`src/rtl/write_deal_pkg.sv`:
```
// Shared definitions for write_deal: FSM encoding, gear codes, frame-length table.
// WRITE_DEAL_HS_PATH_EN moves gears 42h/43h onto the 1280-byte high-speed path.
package write_deal_pkg;

  typedef enum logic [1:0] {
    ST_IDLE  = 2'd0,
    ST_SYNC  = 2'd1,
    ST_FILL  = 2'd2,
    ST_FLUSH = 2'd3
  } state_e;

  localparam logic [7:0]  GEAR_NONE    = 8'h00;
  localparam logic [7:0]  GEAR_HS_LO   = 8'h42;
  localparam logic [7:0]  GEAR_HS_HI   = 8'h43;
  localparam logic [15:0] HS_FRAME_LEN = 16'd1280;
  localparam logic [2:0]  FLUSH_CYCLES = 3'd4;

  // Frame length in bytes for a gear code; 0 marks an unsupported gear.
  function automatic logic [15:0] frame_len(input logic [7:0] gear);
    logic [15:0] len;
    case (gear)
      8'h52:                         len = 16'd48;
      8'h51:                         len = 16'd20;
      8'h4F, 8'h4E:                  len = 16'd40;
      8'h4D, 8'h4C:                  len = 16'd80;
      8'h4B, 8'h4A:                  len = 16'd160;
      8'h49:                         len = 16'd320;
      8'h48, 8'h47, 8'h46, 8'h45,
      8'h44:                         len = 16'd160;
`ifdef WRITE_DEAL_HS_PATH_EN
      GEAR_HS_HI, GEAR_HS_LO:        len = HS_FRAME_LEN;
`else
      GEAR_HS_HI:                    len = 16'd320;
      GEAR_HS_LO:                    len = 16'd480;
`endif
      8'h41:                         len = 16'd480;
      default:                       len = 16'd0;
    endcase
    return len;
  endfunction

  function automatic logic is_hs_gear(input logic [7:0] gear);
    return (gear == GEAR_HS_LO) || (gear == GEAR_HS_HI);
  endfunction

endpackage

```
`src/rtl/write_deal_gear_sync.sv`:
```
// Two-flop synchroniser for the asynchronous downlink gear code, plus change detect.
module write_deal_gear_sync (
  input  logic       i_clk100m,
  input  logic       i_rst_n,
  input  logic [7:0] gear_i,
  output logic [7:0] gear_o,
  output logic       gear_chg_o
);

  logic [7:0] gear_r_q;
  logic [7:0] gear_rr_q;

  always_ff @(posedge i_clk100m or negedge i_rst_n) begin
    if (!i_rst_n) begin
      gear_r_q  <= 8'h00;
      gear_rr_q <= 8'h00;
    end else begin
      gear_r_q  <= gear_i;
      gear_rr_q <= gear_r_q;
    end
  end

  assign gear_o     = gear_rr_q;
  assign gear_chg_o = (gear_rr_q != gear_r_q);

endmodule

```
`src/rtl/write_deal.sv`:
```
// Packs source bytes into gear-sized frames in a downstream FIFO and flushes it on gear change.
// WRITE_DEAL_HS_PATH_EN enables the high-speed flag path for gears 42h/43h.
module write_deal
  import write_deal_pkg::*;
(
  input  logic        i_clk100m,
  input  logic        i_rst_n,
  input  logic [7:0]  i_down_gear,
  input  logic [7:0]  i_data,
  input  logic        i_data_valid,
  input  logic        i_fifo_full,
  output logic        o_fifo_wr_en,
  output logic [7:0]  o_fifo_din,
  output logic        o_fifo_rst_n,
  output logic        o_ml_rd_flag,
  output logic        o_hs_rd_flag,
  output logic [15:0] o_drop_cnt
);

  state_e      state_q;
  logic [7:0]  gear;
  logic        gear_chg;
  logic [15:0] len_q;
  logic [15:0] cnt_q;
  logic [15:0] cnt_d;
  logic [15:0] drop_cnt_q;
  logic [2:0]  flush_cnt_q;
  logic        wr_en_q;
  logic [7:0]  din_q;
  logic        fifo_rst_n_q;
  logic        ml_flag_q;
`ifdef WRITE_DEAL_HS_PATH_EN
  logic        hs_q;
  logic        hs_flag_q;
`endif

  write_deal_gear_sync u_gear_sync (
    .i_clk100m  (i_clk100m),
    .i_rst_n    (i_rst_n),
    .gear_i     (i_down_gear),
    .gear_o     (gear),
    .gear_chg_o (gear_chg)
  );

  assign cnt_d = cnt_q + 16'd1;

  always_ff @(posedge i_clk100m or negedge i_rst_n) begin
    if (!i_rst_n) begin
      state_q      <= ST_IDLE;
      len_q        <= 16'd0;
      cnt_q        <= 16'd0;
      drop_cnt_q   <= 16'd0;
      flush_cnt_q  <= 3'd0;
      wr_en_q      <= 1'b0;
      din_q        <= 8'h00;
      fifo_rst_n_q <= 1'b1;
      ml_flag_q    <= 1'b0;
`ifdef WRITE_DEAL_HS_PATH_EN
      hs_q         <= 1'b0;
      hs_flag_q    <= 1'b0;
`endif
    end else begin
      // Strobes and flags are single-cycle unless re-asserted below.
      wr_en_q   <= 1'b0;
      ml_flag_q <= 1'b0;
`ifdef WRITE_DEAL_HS_PATH_EN
      hs_flag_q <= 1'b0;
`endif
      case (state_q)
        ST_IDLE: begin
          cnt_q <= 16'd0;
          if (gear != GEAR_NONE && frame_len(gear) != 16'd0) state_q <= ST_SYNC;
        end
        ST_SYNC: begin
          if (gear_chg) begin
            state_q <= ST_IDLE;
          end else begin
            len_q   <= frame_len(gear);
`ifdef WRITE_DEAL_HS_PATH_EN
            hs_q    <= is_hs_gear(gear);
`endif
            state_q <= ST_FILL;
          end
        end
        ST_FILL: begin
          if (gear_chg) begin
            // A gear change wins over any write or flag in the same cycle.
            state_q      <= ST_FLUSH;
            fifo_rst_n_q <= 1'b0;
            flush_cnt_q  <= 3'd0;
          end else if (i_data_valid && !i_fifo_full) begin
            din_q   <= i_data;
            wr_en_q <= 1'b1;
            if (cnt_d == len_q) begin
              cnt_q <= 16'd0;
`ifdef WRITE_DEAL_HS_PATH_EN
              if (hs_q) hs_flag_q <= 1'b1;
              else      ml_flag_q <= 1'b1;
`else
              ml_flag_q <= 1'b1;
`endif
            end else begin
              cnt_q <= cnt_d;
            end
          end else if (i_data_valid) begin
            if (drop_cnt_q != 16'hFFFF) drop_cnt_q <= drop_cnt_q + 16'd1;
          end
        end
        ST_FLUSH: begin
          cnt_q       <= 16'd0;
          drop_cnt_q  <= 16'd0;
          flush_cnt_q <= flush_cnt_q + 3'd1;
          if (flush_cnt_q == FLUSH_CYCLES - 3'd1) begin
            fifo_rst_n_q <= 1'b1;
            state_q      <= ST_IDLE;
          end
        end
        default: state_q <= ST_IDLE;
      endcase
    end
  end

  assign o_fifo_wr_en = wr_en_q;
  assign o_fifo_din   = din_q;
  assign o_fifo_rst_n = fifo_rst_n_q;
  assign o_ml_rd_flag = ml_flag_q;
  assign o_drop_cnt   = drop_cnt_q;
`ifdef WRITE_DEAL_HS_PATH_EN
  assign o_hs_rd_flag = hs_flag_q;
`else
  assign o_hs_rd_flag = 1'b0;
`endif

endmodule

```
`config.mk`:
```
export PLATFORM = sky130hd
export DESIGN_NAME = write_deal
export DESIGN_NICKNAME = d
export VERILOG_FILES = /design/src/rtl/write_deal_pkg.sv /design/src/rtl/write_deal_gear_sync.sv /design/src/rtl/write_deal.sv
export SDC_FILE = /design/constraint.sdc
export NUM_CORES = 1
export LEC_CHECK = 0
export ABC_AREA = 1
export BUFFER_PORTS_ARGS = -buffer_cell sky130_fd_sc_hd__buf_2
export CORE_UTILIZATION = 30
export CTS_CLUSTER_DIAMETER = 150
export DETAILED_ROUTE_END_ITERATION = 8
export GPL_ROUTABILITY_DRIVEN = 0
export SYNTH_ARGS = -nofsm -noshare
export SYNTH_HDL_FRONTEND = slang
export SYNTH_HIERARCHICAL = 1
export SYNTH_SLANG_ARGS = --single-unit
```
`constraint.sdc`:
```
create_clock -name i_clk100m -period 2.2 [get_ports i_clk100m]
set_input_delay 0.44 -clock i_clk100m [delete_from_list [all_inputs] [get_ports i_clk100m]]
set_output_delay 0.44 -clock i_clk100m [all_outputs]
set_load 0.02 [all_outputs]
```
==> results of run 1 <==
[sequential cells by signal, summed over array words and instances, names as in the netlist, named ones only]
| register | flops |
|---|---|
| cnt_q | 16 |
| flush_cnt_q | 3 |
| len_q | 7 |
| o_drop_cnt | 16 |
| o_fifo_din | 8 |
| o_fifo_rst_n | 1 |
| o_fifo_wr_en | 1 |
| o_ml_rd_flag | 1 |
| state_q | 1 |
| u_gear_sync/gear_o | 8 |
| u_gear_sync/gear_r_q | 8 |
[cells by family after synthesis]
family | synth area share (%)
AO/OA/AOI/OAI | 6.500
buffers and inverters | 8.022
other | 0.09503
AND/OR/NAND/NOR | 34.34
adder cells (fa/ha/maj) | 2.854
flip-flops | 45.05
multiplexers | 0.2537
XOR/XNOR | 2.885
[cells in the mapped netlist (2+ instances only)]
library cell | instances | area share (%)
nand2_1 | 159 | 15
dfrtp_1 | 70 | 44
inv_1 | 69 | 6.6
nor2_1 | 51 | 4.9
nand3_1 | 40 | 5.1
o21ai_1 | 22 | 2.8
nand4_1 | 13 | 2.1
nor3_1 | 10 | 1.3
o21ai_0 | 10 | 1.3
ha_1 | 9 | 2.9
a21oi_1 | 8 | 1.0
xor2_1 | 8 | 1.8
nand2_2 | 6 | 0.95
clkbuf_1 | 5 | 0.48
inv_2 | 5 | 0.48
xnor2_1 | 5 | 1.1
o22ai_1 | 4 | 0.63
nor2_2 | 3 | 0.48
nor2_4 | 3 | 0.86
nor3_2 | 3 | 0.76
a31oi_1 | 2 | 0.32
clkinv_1 | 2 | 0.19
nand2_4 | 2 | 0.57
nand3b_1 | 2 | 0.38
nor4_1 | 2 | 0.32
[metrics by stage]
stage / instance area (um2) / setup slack [ns] / util (%)
finish: 4811 / 0.2309 / 37.81
detailed placement: 4436 / 0.1620 / 34.86
CTS: 4765 / 0.09957 / 37.45
global route: 4811 / -0.02018 / 37.81
global placement: 4436 / 0.1615 / 34.86
floorplan: 3946 / 0.3940 / -
[critical path: stages (launching register included)]
cell and delay (ns):
dfrtp_1 0.44, ha_1 0.27, nand2_1 0.09, nor2_1 0.24, nand4_1 0.15, nand4_1 0.20
nand2_4 0.13, buf_4 0.16, a21oi_1 0.11, nor2_1 0.06
[cell type report]
class	count	area [um2]
clock inverters	7	103.9
repair buffers	58	335.3
inverters	76	285.3
clock buffers	9	225.2
multi-input cells	371	1868
fillers	1362	7911
well taps	172	215.2
flip-flops and latches	71	1778
[power groups by stage]
stage | clock network, uW | registers, uW | logic, uW
finish | 1620 | 1430 | 417
global route | 1720 | 1440 | 478
CTS | 1670 | 1430 | 417
detailed placement | 0 | 1450 | 412
global placement | 0 | 1450 | 409
floorplan | 0 | 1440 | 263
[what timing repair did]
item	in CTS	in global routing
resized for setup	0	3
endpoints found under the setup margin	0	20
setup buffers	0	4
[layer usage]
layer,vias to the layer above,global-route usage (%)
met1,1638,18.42
met5,-,0
met3,10,5.656
li1,1787,-
met2,67,24.34
met4,0,4.557
[how the worst max path moves through the flow]
stage,start,end,slack (ns),cells after the start
global route,u_gear_sync/gear_o[3]$_DFF_PN0_,o_drop_cnt[2]$_DFFE_PN0P_,-0.02,10
CTS,u_gear_sync/gear_o[2]$_DFF_PN0_,o_drop_cnt[2]$_DFFE_PN0P_,0.1,10
global placement,o_drop_cnt[0]$_DFFE_PN0P_,o_drop_cnt[15]$_DFFE_PN0P_,0.16,9
finish,o_drop_cnt[0]$_DFFE_PN0P_,o_drop_cnt[3]$_DFFE_PN0P_,0.23,9
detailed placement,o_drop_cnt[0]$_DFFE_PN0P_,o_drop_cnt[15]$_DFFE_PN0P_,0.16,9
floorplan,o_drop_cnt[0]$_DFFE_PN0P_,o_drop_cnt[8]$_DFFE_PN0P_,0.39,9
==> flow_summary.ini, run 1 <==
[floorplan]
fp.coreArea_um2 = 12720
start_util_pct = 31.02
die_x_um = 116.7
die_y_um = 116.7
fp-row-count = 41
die_area_um2 = 13620
io_pins = 48

[sta]
fin_crit_sh_pct = 89.51
hold_viol = 0
tns_ns = 0
fmax_mhz = 507.8
fin_hold_ws_ns = 0.04507
drv_slew = 0
setup_viol_count_final = 0
finalClockSkew_ns = 0.003222
fin_crit_ns = 1.969

[place]
io_buffers = 46
dp_cells = 743
hpwl_um = 6735

[logic_synthesis]
ys_seq_area_share_pct = 45.05
synth-async-reset-ratio_pct = 100.0
syn_area_per_cell_um2 = 7.531
synth_edf_count = 0
synthFlopType = dfrtp_1
synthesis.instances = 524
netlist_area_um2 = 3946
yosysUniqueCellTypes = 36
synth_fp_nets = 553
yosys_warnings = 6
ys_ff_latch = 71

[clocking]
cts_tree = built
worstSkewPairLatency_ns = 0.34
htreeDepth = 3
cts_hold_buffers = 0
numCtsBuffers = 9
numClockSinks = 71
clk_pin_slew_worst_paths_ns = 0.06
clock-root-buffer = clkbuf_16
clockBufferDepth = 2

[worst_setup_path]
cp.arrival_ns = 2.20
critPathLaunchType = register
r2r_cells = 9
worst_ep_required_time_ns = 2.43
reg2reg_to = o_drop_cnt[3]$_DFFE_PN0P_
path_class = reg2reg
r2r_slack_ns = 0.23
crit_fanout = 9
rr_startpoint = o_drop_cnt[0]$_DFFE_PN0P_
endpoint_kind = register

[pwr]
ir_worst_vdd_v = 0.0007545
p_comb_share_pct = 12.0
totalPowerFinal_uw = 3463
powerDensity_nw_per_um2 = 719.8
seq_power_share_pct = 41.2
p_leak_uw = 0.002471
switchingPower_uw = 949.1
p_clk_share_pct = 46.7
sw_frac_of_total_pct = 27.41
p_int_uw = 2514

[detailed_routing]
drc = 0
highest_layer = met4
num_vias = 3502
drt-met1-wl_um = 4169
routedWlPerCell_um = 12.06
drtIter0Drc = 147
totalWireLength_um = 9216
dr.pass1.iters = 4
ant_nets = 0
wl_met2_um = 4484
viasPerCell = 4.584
wl_met3_um = 465

[global_route]
antenna_found_initial = 0
grt_max_degree = 38
grt_pass1_vias = 3407
grt_pass1_wl_um = 15770
grt_use_total_pct = 14.98
gr-total-overflow = 0

[final_layout]
n_antenna_cell = 0
layout.cells.non_filler = 764
layout_commonest_cell = nand2_1
syn2layout_area_growth_pct = 21.91
fin_nets = 616
layout_common_cells = nand2_1, dfrtp_1, inv_1
drive_gt1_share_pct = 17.57

[outcome]
status = completed

[worst_hold_path]
hold_path_class = in2async

[flow_run]
cap_violations = 0
Note: power is estimated with default switching activity, not from simulation.
==> run 2, diff against run 1 <==
--- a/config.mk
+++ b/config.mk
@@ -5,9 +5,8 @@
 export SDC_FILE = /design/constraint.sdc
 export NUM_CORES = 1
 export LEC_CHECK = 0
-export ABC_AREA = 1
 export BUFFER_PORTS_ARGS = -buffer_cell sky130_fd_sc_hd__buf_2
-export CORE_UTILIZATION = 30
+export CORE_UTILIZATION = 43
 export CTS_CLUSTER_DIAMETER = 150
 export DETAILED_ROUTE_END_ITERATION = 8
 export GPL_ROUTABILITY_DRIVEN = 0
==> flow_summary.ini, run 2 <==
[logic_synthesis]
synth_edf_count = 0
netlist_top_cells_area = dfrtp_1, nand2_1, o21ai_0
netlist_area_um2 = 3769
yosys_warnings = 6
ys_seq_area_share_pct = 47.18
synth-async-reset-ratio_pct = 100.0
netlist_top_cells_count = dfrtp_1, nand2_1, nor2_1
synth.top_cell.area_share_pct = 46.48
synth_most_common_cell = dfrtp_1
syn_area_per_cell_um2 = 9.328
synthFlopType = dfrtp_1
synth_fp_nets = 433
synthesis.instances = 404
yosysTopAreaCell = dfrtp_1
yosysUniqueCellTypes = 52
ys_ff_latch = 71

[detailed_routing]
routedWlPerCell_um = 14.51
viasPerCell = 5.275
drc = 0
totalWireLength_um = 8969
num_vias = 3260
drtIter0Drc = 151
dr.pass1.iters = 4
ant_nets = 0

[global_route]
grt_pass1_vias = 3158
grt_pass1_wl_um = 14990
grt_max_degree = 72
gr-total-overflow = 0
antenna_found_initial = 0
grt_use_total_pct = 21.20

[sta]
setup_viol_count_final = 30
fin_hold_ws_ns = 0.1057
worstMarginPinSlew_ns = 0.5127
hold_viol = 0
slew_headroom_pct = 65.82
drv_slew = 0
fin_crit_ns = 2.272
fmax_mhz = 440.2
fin_crit_sh_pct = 103.3
finalClockSkew_ns = 0.008143
setup_ws_ns = -0.07182
rsz0062_at_grt = true

[pwr]
p_comb_share_pct = 25.6
p_clk_share_pct = 31.9
p_int_uw = 2257
sw_frac_of_total_pct = 31.46
p_leak_uw = 0.002288
powerDensity_nw_per_um2 = 657.8
seq_power_share_pct = 42.5
ir_worst_vdd_v = 0.0005997
switchingPower_uw = 1036

[worst_setup_path]
critPathLaunchType = register
crit_fanout = 4
endpoint_kind = register
path_class = reg2reg
cp.arrival_ns = 2.50
worst_ep_required_time_ns = 2.43

[worst_hold_path]
hold_path_class = in2async

[final_layout]
n_antenna_cell = 0
fillers = 722
fin_nets = 537
layout_commonest_cell = dfrtp_1
layout_common_cells = dfrtp_1, buf_4, buf_2
syn2layout_area_growth_pct = 32.84
design_area_um2 = 5006
drive_gt1_share_pct = 36.45

[floorplan]
fp.coreArea_um2 = 8341
fp-row-count = 33
die_y_um = 95.62
io_pins = 48
die_x_um = 95.62
die_area_um2 = 9142
start_util_pct = 45.18

[outcome]
status = finished with violations
failed_checks = setup timing

[clocking]
numCtsBuffers = 9
numClockSinks = 71
clockBufferDepth = 2
htreeDepth = 3
clk_pin_slew_worst_paths_ns = 0.08
cts_tree = built
worstSkewPairLatency_ns = 0.34
clock-root-buffer = clkbuf_8

[flow_run]
cap_violations = 0

[place]
io_buffers = 46
hpwl_um = 6199
pre_cts_ws_ns = -0.2463
place_area_um2 = 4536
-- run 2: cell families (layout without fill, tap and decap cells) --
kind of cell | after synthesis | after routing | synth area share, %
xor+xnor | 27 | 27 | 6.275
flops | 71 | 71 | 47.18
simple gates | 158 | 158 | 20.78
mux | 12 | 12 | 3.586
compound gates | 92 | 92 | 15.47
buf+inv | 34 | 143 | 3.619
fa+ha+maj | 9 | 9 | 2.988
other cells | 1 | 1 | 0.09951
-- run 2: repair_timing --
item / CTS / global route
endpoints found under the setup margin: 35 / 42
pin swaps: 12 / 11
setup buffers: 8 / 1
cloned: 0 / 0
gates resized for setup: 33 / 29
hold buffers: 0 / 0
-- run 2: worst max-delay path, cell delays in order, from the launching register on --
cell	delay, ns
dfrtp_1	0.42
nand4_4	0.12
or3_4	0.41
mux2_4	0.30
o22a_1	0.20
or3_4	0.36
nor3_4	0.14
buf_4	0.17
nor3_1	0.05
-- run 2: layout make-up --
class / instances / area (um2) / share of cell area (%)
Clock buffer: 9 / 123.9 / 2.474
Clock inverter: 7 / 72.57 / 1.450
Inverter: 11 / 41.29 / 0.8248
Multi-Input combinational cell: 299 / 2059 / 41.14
Sequential cell: 71 / 1778 / 35.52
Tap cell: 105 / 131.4 / 2.624
Timing Repair Buffer: 116 / 799.5 / 15.97
-- run 2: power groups by stage --
stage / Clock [uW] / Sequential (uW) / Combinational, uW
after floorplan: 0 / 1430 / 385
after global placement: 0 / 1420 / 634
after detailed placement: 0 / 1420 / 644
after CTS: 1070 / 1400 / 770
after global routing: 1130 / 1410 / 927
final: 1050 / 1400 / 844
-- run 2: worst paths after layout --
| kind | start | slack [ns] | end | depth (start not counted) |
|---|---|---|---|---|
| max | cnt_q[2]$_DFFE_PN0P_ | -0.07 | cnt_q[8]$_DFFE_PN0P_ | 8 |
| min | i_rst_n | 0.11 | len_q[7]$_DFFE_PN0P_ | 2 |
| max reg2reg | cnt_q[2]$_DFFE_PN0P_ | -0.07 | cnt_q[8]$_DFFE_PN0P_ | 8 |
| min reg2reg | u_gear_sync/gear_r_q[1]$_DFF_PN0_ | 0.40 | u_gear_sync/gear_o[1]$_DFF_PN0_ | 0 |
| max in group asynchronous | i_rst_n | 1.74 | o_fifo_rst_n$_DFFE_PN1P_ | 2 |
| min in group i_clk100m | i_down_gear[6] | 0.20 | u_gear_sync/gear_r_q[6]$_DFF_PN0_ | 1 |
-- run 2: through the flow --
stage | TNS (ns) | power, uW | std cells | util, %
2_1_floorplan | -0.6330 | 1819 | 404 | -
6_report | -0.8693 | 3293 | 618 | 60.02
3_3_place_gp | -4.920 | 2055 | 594 | 54.38
3_5_place_dp | -5.212 | 2068 | 594 | 54.38
4_1_cts | -1.665 | 3241 | 617 | 58.79
5_1_grt | -5.399 | 3469 | 618 | 60.02
-- run 2: layer usage --
layer	vias up	GRT usage, %	wire length [um]
met5	-	0	0
met4	0	6.592	116
met3	12	3.828	311
met2	66	34.94	4416
met1	1542	28.32	4125
li1	1640	-	-
==> run 3, diff against run 2 <==
--- a/config.mk
+++ b/config.mk
@@ -7,6 +7,7 @@
 export LEC_CHECK = 0
 export BUFFER_PORTS_ARGS = -buffer_cell sky130_fd_sc_hd__buf_2
 export CORE_UTILIZATION = 43
+export CTS_BUF_LIST = sky130_fd_sc_hd__clkbuf_16
 export CTS_CLUSTER_DIAMETER = 150
 export DETAILED_ROUTE_END_ITERATION = 8
 export GPL_ROUTABILITY_DRIVEN = 0
==> flow_summary.ini, run 3 (synthesis gave the netlist of run 2 again) <==
[outcome]
status = finished with violations
failed_checks = setup timing

[worst_setup_path]
slowest_delay_ns = 0.42
critPathCapture = cnt_q[8]$_DFFE_PN0P_
cp.arrival_ns = 2.48
critPathLaunchType = register
r2r_cells = 8
path_class = reg2reg
reg2reg_to = cnt_q[8]$_DFFE_PN0P_
r2r_slack_ns = -0.06
crit_slowest_cell = dfrtp_1
endpoint_kind = register
crit_fanout = 4
worst_ep_required_time_ns = 2.41
cpMostUsedCell = or3_4
cp-startpoint = cnt_q[2]$_DFFE_PN0P_
rr_startpoint = cnt_q[2]$_DFFE_PN0P_
critical_path.cell_chain = nand4_4, or3_4, mux2_4, o22a_1, or3_4, nor3_4, buf_4, nor3_1

[global_route]
grt_max_degree = 72
grt_use_total_pct = 20.98
grt_pass1_vias = 3119
antenna_found_initial = 0
gr-total-overflow = 0
grt_pass1_wl_um = 14760

[detailed_routing]
drc = 0
ant_nets = 0
viasPerCell = 5.310
dr.pass1.iters = 4
drtIter0Drc = 129
routedWlPerCell_um = 14.66
totalWireLength_um = 9120
num_vias = 3303

[pwr]
powerDensity_nw_per_um2 = 714.9
p_leak_uw = 0.002363
ir_worst_vdd_v = 0.0006562

[sta]
setup_viol_count_final = 16
fmax_mhz = 441.5
fin_crit_sh_pct = 102.9
fin_crit_ns = 2.265
finalClockSkew_ns = 0.004567
setup_ws_ns = -0.06489
rsz0062_at_grt = true
drv_slew = 0
fin_hold_ws_ns = 0.1132
hold_viol = 0

[floorplan]
fp-row-count = 33
start_util_pct = 45.18
io_pins = 48
die_area_um2 = 9142
fp.coreArea_um2 = 8341
die_x_um = 95.62
die_y_um = 95.62

[clocking]
cts_hold_buffers = 0
numCtsBuffers = 9
clock-root-buffer = clkbuf_16
cts_tree = built
clockBufferDepth = 2
htreeDepth = 3
clk_pin_slew_worst_paths_ns = 0.06
numClockSinks = 71
worstSkewPairLatency_ns = 0.33

[final_layout]
drive_gt1_share_pct = 35.59
n_antenna_cell = 0
layout_commonest_cell = dfrtp_1
layout_common_cells = dfrtp_1, buf_4, nand2_1
fin_nets = 541
fillers = 701
syn2layout_area_growth_pct = 36.79

[worst_hold_path]
hold_path_class = in2async

[flow_run]
cap_violations = 0

[place]
hpwl_um = 6199
pre_cts_ws_ns = -0.2463
io_buffers = 46
==> run 3: changes by cell type in the layout (fill, tap and decap cells not counted), moves of 4 or more <==
cell / previous run / this run
buf_6: 5 / 10
clkbuf_16: 0 / 9
nand2_1: 45 / 49
mux2_2: 8 / 0
o21ai_2: 5 / 1
mux2_4: 1 / 9
clkbuf_8: 9 / 0
==> run 3: layout make-up <==
cell class	count	area, um2	area share (%)
Multi-Input combinational cell	300	2078	40.32
Inverter	11	41.29	0.8010
Timing Repair Buffer	119	828.3	16.07
Sequential cell	71	1778	34.49
Clock buffer	9	225.2	4.369
Tap cell	105	131.4	2.549
Clock inverter	7	72.57	1.408
==> run 3: worst min path at each step <==
stage | slack, ns | cells past startpoint | endpoint
global placement | 0.38 | 0 | u_gear_sync/gear_o[4]$_DFF_PN0_
finish | 0.11 | 2 | len_q[7]$_DFFE_PN0P_
detailed placement | 0.38 | 0 | u_gear_sync/gear_o[2]$_DFF_PN0_
floorplan | 0.14 | 0 | asynchronous set/reset pin
global route | 0.18 | 2 | cnt_q[9]$_DFFE_PN0P_
CTS | 0.15 | 2 | cnt_q[14]$_DFFE_PN0P_
==> run 3: what timing repair did <==
item / CTS / global route
cloned: 0 / 2
pin swaps: 10 / 11
resized for setup: 26 / 47
buffers inserted: 4 / 7
setup endpoints to repair: 35 / 42
==> run 3: critical path, delay by kind of cell (launching register included) <==
kind                   cells  cell delay (ns)
AND/OR/NAND/NOR            5             1.08
flip-flops                 1             0.42
multiplexers               1             0.30
AO/OA/AOI/OAI              1             0.20
buffers and inverters      1             0.16
==> run 3: report_power, final <==
part,internal [uW],total [uW],switching [uW],leakage [uW]
Sequential,1360,1400,42.5,0.000939
Combinational,375,823,448,0.00128
Clock,879,1460,581,0.000142
==> run 3: through the flow <==
| step | total power [uW] | cells | cell area, um2 | setup TNS [ns] | utilization, % |
|---|---|---|---|---|---|
| after CTS | 3586 | 614 | 4946 | -0.8740 | 59.30 |
| after floorplan | 1819 | 404 | 3816 | -0.6330 | - |
| final | 3686 | 622 | 5155 | -0.5355 | 61.81 |
| after global placement | 2055 | 594 | 4536 | -4.920 | 54.38 |
| after detailed placement | 2068 | 594 | 4536 | -5.212 | 54.38 |
| after global routing | 3853 | 622 | 5155 | -5.780 | 61.81 |
==> run 3: metal layers <==
| layer | share of wire [%] | GRT usage, % |
|---|---|---|
| met1 | 46 | 27.81 |
| met2 | 49 | 34.29 |
| met3 | 3.8 | 4.067 |
| met4 | 1.2 | 7.214 |
| met5 | 0 | 0 |
